### src/rtl/serial_word_demux.sv
// serial_word_demux: reassembles a 16-slot serial bit stream (slot k -> word[k])
// into a word presented on a valid/ready output, with a nibble view of that word.
//
// Handshake semantics (both sides): a transfer happens on a rising edge where
// valid && ready are both 1. A producer holding valid=1 keeps its data stable
// until the transfer; ready may depend on state only, never on the same-cycle
// valid, so there is no combinational path from in_* to out_* or back.
module serial_word_demux #(
    parameter int WIDTH = 16,
    parameter int SEL_W = 4
) (
    input  logic             clk,
    input  logic             rst,
    input  logic             in_valid,
    input  logic             in_start,
    input  logic             in_bit,
    output logic             in_ready,
    output logic [SEL_W-1:0] sel_out,
    output logic [WIDTH-1:0] word_out,
    output logic             out_valid,
    input  logic             out_ready,
    input  logic [1:0]       nib_sel,
    output logic [3:0]       nib_out,
    output logic             frame_err,
    output logic [1:0]       state_dbg
);

    localparam logic [1:0] IDLE    = 2'd0;
    localparam logic [1:0] COLLECT = 2'd1;
    localparam logic [1:0] HOLD    = 2'd2;

    localparam logic [SEL_W-1:0] LAST_SLOT = SEL_W'(WIDTH - 1);

    logic [1:0]       state;
    logic [WIDTH-1:0] asm_q;
    logic [WIDTH-1:0] asm_next;
    logic             accept;
    logic             out_free;

    // HOLD is the only state in which the assembly register is occupied by a
    // finished frame, so it is the only state that back-pressures the link.
    assign in_ready  = (state != HOLD);
    assign accept    = in_valid && in_ready;
    assign out_free  = !out_valid || out_ready;
    assign state_dbg = state;

    // Nibble view taken straight from the output register.
    assign nib_out = word_out[{nib_sel, 2'b00} +: 4];

    // Assembly contents with the current beat merged in at the current slot.
    always_comb begin
        asm_next = asm_q;
        asm_next[sel_out] = in_bit;
    end

    // Frame assembly FSM, output register and error pulse.
    always_ff @(posedge clk) begin
        if (rst) begin
            state     <= IDLE;
            sel_out   <= '0;
            asm_q     <= '0;
            word_out  <= '0;
            out_valid <= 1'b0;
            frame_err <= 1'b0;
        end else begin
            frame_err <= 1'b0;
            // A consumed word empties the output register unless a new frame
            // loads it on this same edge (overridden below).
            if (out_valid && out_ready) begin
                out_valid <= 1'b0;
            end
            case (state)
                IDLE: begin
                    // Only a frame-start beat opens a frame; anything else is dropped.
                    if (accept && in_start) begin
                        asm_q   <= WIDTH'(in_bit);
                        sel_out <= SEL_W'(1);
                        state   <= COLLECT;
                    end
                end
                COLLECT: begin
                    if (accept) begin
                        if (in_start && (sel_out != '0)) begin
                            // Early start: drop the partial frame and restart on this beat.
                            frame_err <= 1'b1;
                            asm_q     <= WIDTH'(in_bit);
                            sel_out   <= SEL_W'(1);
                        end else if (sel_out == LAST_SLOT) begin
                            sel_out <= '0;
                            if (out_free) begin
                                word_out  <= asm_next;
                                out_valid <= 1'b1;
                                state     <= IDLE;
                            end else begin
                                // Output register still owned by the consumer: park the frame.
                                asm_q <= asm_next;
                                state <= HOLD;
                            end
                        end else begin
                            asm_q   <= asm_next;
                            sel_out <= sel_out + SEL_W'(1);
                        end
                    end
                end
                HOLD: begin
                    // The parked frame follows the consumed one straight away.
                    if (out_valid && out_ready) begin
                        word_out  <= asm_q;
                        out_valid <= 1'b1;
                        state     <= IDLE;
                    end
                end
                default: begin
                    state <= IDLE;
                end
            endcase
        end
    end

endmodule

### config.mk
export PLATFORM = sky130hd
export DESIGN_NAME = serial_word_demux
export DESIGN_NICKNAME = d
export VERILOG_FILES = /design/src/rtl/serial_word_demux.sv
export SDC_FILE = /design/constraint.sdc
export NUM_CORES = 1
export LEC_CHECK = 0
export CORE_ASPECT_RATIO = 0.5
export CORE_MARGIN = 5
export CORE_UTILIZATION = 50
export DETAILED_ROUTE_END_ITERATION = 10
export PLACE_DENSITY_LB_ADDON = 0.08
export SLEW_MARGIN = 20
export SYNTH_ARGS = -nofsm -noshare
export SYNTH_HDL_FRONTEND = slang
export SYNTH_SLANG_ARGS = --single-unit
### constraint.sdc
create_clock -name clk -period 3.9 [get_ports clk]
set_clock_uncertainty 0.2 [all_clocks]
set_input_delay 0.585 -clock clk [delete_from_list [all_inputs] [get_ports clk]]
set_output_delay 0.585 -clock clk [all_outputs]
set_load 0.02 [all_outputs]
==> reports/summary.log <==
[run_status] result of the run completed
[timing] Final Hold Vio Count 0
[yosys] syn avg cell area 8.433 µm²
[yosys] number of warning messages in the yosys log 0
[placed_design] last weighted congestion value of the routability-driven placer 0.8058
[clock_tree] clock latency on the worst-skew pair 300 ps
[routing] routed len/inst 15.27 µm
[layout] Finished Core Util 0.6165
[pwr] worst IR drop on VDD 0.0001974 V
[routing] Post-Route WL 5.375 mm
[setup_path] reg2reg setup slack 1190 ps
[yosys] Synth Instances 269
[floorplanning] Die Area 0.006066 mm²
[placed_design] final HPWL from detailed placement 3.932 mm
[yosys] total nets after synthesis 284
[job] Maximum Capacitance Violations 0
[layout] share of final-layout standard cells stronger than drive strength 1 0.07458
[timing] final hold slack 259.3 ps
[yosys] Seq/Total Area, Yosys 0.3530
[placed_design] total instance count after detailed placement 345
[clock_tree] Clock Sink Count 40
[pwr] Total Power Consumption 1.175 mW
[timing] Max Transition Viols Final 0
[setup_path] data arrival time at the worst-slack endpoint 2310 ps
[clock_tree] number of buffers added to fix hold violations after cts 0
[setup_path] reg2reg start sel_out[0]
[setup_path] critical path capture point type output pin
[setup_path] termination of the worst setup path nib_out[2]
[yosys] top cell types by occurrence after synthesis 40 x sky130_fd_sc_hd__dfxtp_1, 37 x sky130_fd_sc_hd__nor2_1, 24 x sky130_fd_sc_hd__nand2_1
[global_routing] first-pass GRT wire length 8.942 mm
[global_routing] gr ovfl total 0
[clock_tree] post-cts gate resize count 0
[timing] setup repair after global routing missed its margin no
[setup_path] number of cells on the worst reg-to-reg path 7
[worst_hold_path] hold path cells 2
[layout] diodes inserted 0
[global_routing] pin count of the biggest net entering global routing 33
[yosys] proportion of netlist area held by the largest area contributor 0.3530
[floorplanning] number of cell rows 17
[setup_path] type of element launching the critical path input port
[yosys] leading register cell type out of synthesis sky130_fd_sc_hd__dfxtp_1
[setup_path] Crit Reg-Reg Endpoint asm_q[12]
[yosys] Synth area leader sky130_fd_sc_hd__dfxtp_1
[floorplanning] die span in x 105.3 µm
[setup_path] critical path class input port to output pin
[setup_path] crit path launch nib_sel[0]
[timing] final total negative setup slack 0 ps
[floorplanning] Top Ports 37
[yosys] share of synthesized flip-flops with an asynchronous set or reset 0
[global_routing] via count of the first global-routing pass 1816
[clock_tree] number of buffers inserted by post-CTS setup repair 0
[setup_path] peak fanout along the critical path 4
[layout] Final #Nets 310
[worst_hold_path] type of the worst min-delay path flip-flop to flip-flop
[clock_tree] clk buf depth 2
[routing] number of design-rule violations left by the first detailed-router iteration 192
[clock_tree] Clock H-tree levels 2
[setup_path] required time of the critical path 3120 ps
[clock_tree] clock-pin slew of the registers on the worst-case setup and hold paths 80 ps
[yosys] leading cell types by total area after synthesis sky130_fd_sc_hd__dfxtp_1 35%, sky130_fd_sc_hd__mux2i_1 7.1%, sky130_fd_sc_hd__nor2_1 6.1%
[global_routing] total routing usage reported by global routing 0.1824
[floorplanning] area of the core region 0.004382 mm²
[timing] Final min period 3092 ps
[floorplanning] initial core utilization 0.5177
[timing] worst-case headroom to the max-slew limit 0.5300
[routing] antenna viol nets, final 0
[yosys] number of enable-type register cells in the synthesized netlist 0
[routing] total via count in the routed design 2013
[floorplanning] Die Span Y 57.63 µm
[yosys] Yosys cell types 43
[routing] vias per inst 5.719
[clock_tree] root buffer cell sky130_fd_sc_hd__clkbuf_8
[placed_design] total of buffers placed on input and output ports 36
[global_routing] number of antenna violations at the first check in global routing 0
[timing] top achievable clock speed 323.5 MHz
[yosys] number of register bits inferred by synthesis 40
[routing] number of design rule violations left after detail routing 0
[timing] final setup fails 0
[clock_tree] CTS tree yes
[timing] Final Cycle Share 0.7927
[yosys] most used standard cell by instance count after synthesis sky130_fd_sc_hd__dfxtp_1
[yosys] area of the mapped netlist 0.002268 mm²
[routing] drt pass-1 iters 4
[clock_tree] number of buffers created by CTS 5
[timing] transition time of the tightest slew-check pin 699.7 ps
[layout] area growth from synthesis to final layout 19.08%
[layout] count of non-filler cells in the finished layout 352
[pwr] leakage dissipation 0.9148 nW
[pwr] total power per unit cell area 435.0 mW/mm²
==> report_power, final <==
part / switching (mW) / internal, mW / total [mW]
Combinational: 0.220 / 0.196 / 0.416
Sequential: 0.0348 / 0.454 / 0.489
Clock: 0.148 / 0.121 / 0.270
Total: 0.404 / 0.771 / 1.18
==> how the worst min path moves through the flow <==
stage,to,start
2_1_floorplan,asm_q[11],asm_q[11]
4_1_cts,asm_q[11],asm_q[11]
6_report,asm_q[11],asm_q[11]
3_3_place_gp,asm_q[11],asm_q[11]
5_1_grt,asm_q[4],asm_q[4]
3_5_place_dp,asm_q[11],asm_q[11]
==> state kept, by name, indices dropped and copies added (netlist names) <==
| signal | flops |
|---|---|
| asm_q | 16 |
| frame_err | 1 |
| out_valid | 1 |
| sel_out | 4 |
| state_dbg | 2 |
| word_out | 16 |
==> per-layer routing <==
| layer | up-vias | global-route usage | part of all wire |
|---|---|---|---|
| li1 | 1014 | - | - |
| met1 | 913 | 0.2590 | 0.49 |
| met2 | 79 | 0.2649 | 0.41 |
| met3 | 7 | 0.05451 | 0.095 |
| met4 | 0 | 0.06011 | 0.013 |
| met5 | - | 0 | 0 |
==> area by class of cell <==
class	instances	area [µm²]
clock buffers	5	68.82
flip-flops and latches	40	800.8
clock inverters	2	12.51
multi-input cells	195	1313
repair buffers	39	382.9
fillers	405	1680
well taps	57	71.32
inverters	14	52.55
==> through the flow <==
stage	area, µm²	worst slack [ps]
after floorplan	2268	1423
after global placement	2620	816.3
after detailed placement	2620	780.9
after CTS	2701	777.8
after global routing	2701	727.3
final	2701	808.5
==> kinds of logic after synthesis <==
family | after synthesis | synth area share
simple gates | 104 | 0.2272
compound gates | 63 | 0.1975
flops | 40 | 0.3530
buf+inv | 34 | 0.06839
mux | 21 | 0.1153
fa+ha+maj | 7 | 0.03861
==> cells in the final DEF, fill, tap and decap left out, types with 2 or more instances in the layout <==
cell type / count
sky130_fd_sc_hd__mux4_2: 4
sky130_fd_sc_hd__o21ai_0: 11
sky130_fd_sc_hd__mux2i_1: 16
sky130_fd_sc_hd__nand4_1: 4
sky130_fd_sc_hd__and2_1: 2
sky130_fd_sc_hd__nand2b_1: 3
sky130_fd_sc_hd__nor2_1: 37
sky130_fd_sc_hd__dfxtp_1: 40
sky130_fd_sc_hd__a221o_1: 2
sky130_fd_sc_hd__nand3_1: 7
sky130_fd_sc_hd__nand3b_1: 2
sky130_fd_sc_hd__a21oi_1: 6
sky130_fd_sc_hd__inv_1: 14
sky130_fd_sc_hd__nor2b_1: 5
sky130_fd_sc_hd__a211oi_1: 16
sky130_fd_sc_hd__a22oi_1: 9
sky130_fd_sc_hd__clkdlybuf4s50_1: 36
sky130_fd_sc_hd__a311oi_1: 2
sky130_fd_sc_hd__and3_1: 8
sky130_fd_sc_hd__a22o_1: 2
sky130_fd_sc_hd__clkbuf_8: 5
sky130_fd_sc_hd__ha_1: 7
sky130_fd_sc_hd__buf_4: 3
sky130_fd_sc_hd__o22ai_1: 5
sky130_fd_sc_hd__nand2_1: 24
sky130_fd_sc_hd__nor3_1: 6
sky130_fd_sc_hd__a211o_1: 3
==> worst max-delay path: stages <==
cell and delay (ps):
sky130_fd_sc_hd__clkdlybuf4s50_1 620, sky130_fd_sc_hd__mux4_2 540, sky130_fd_sc_hd__clkdlybuf4s50_1 550
Power figures use the tool's default switching activity.
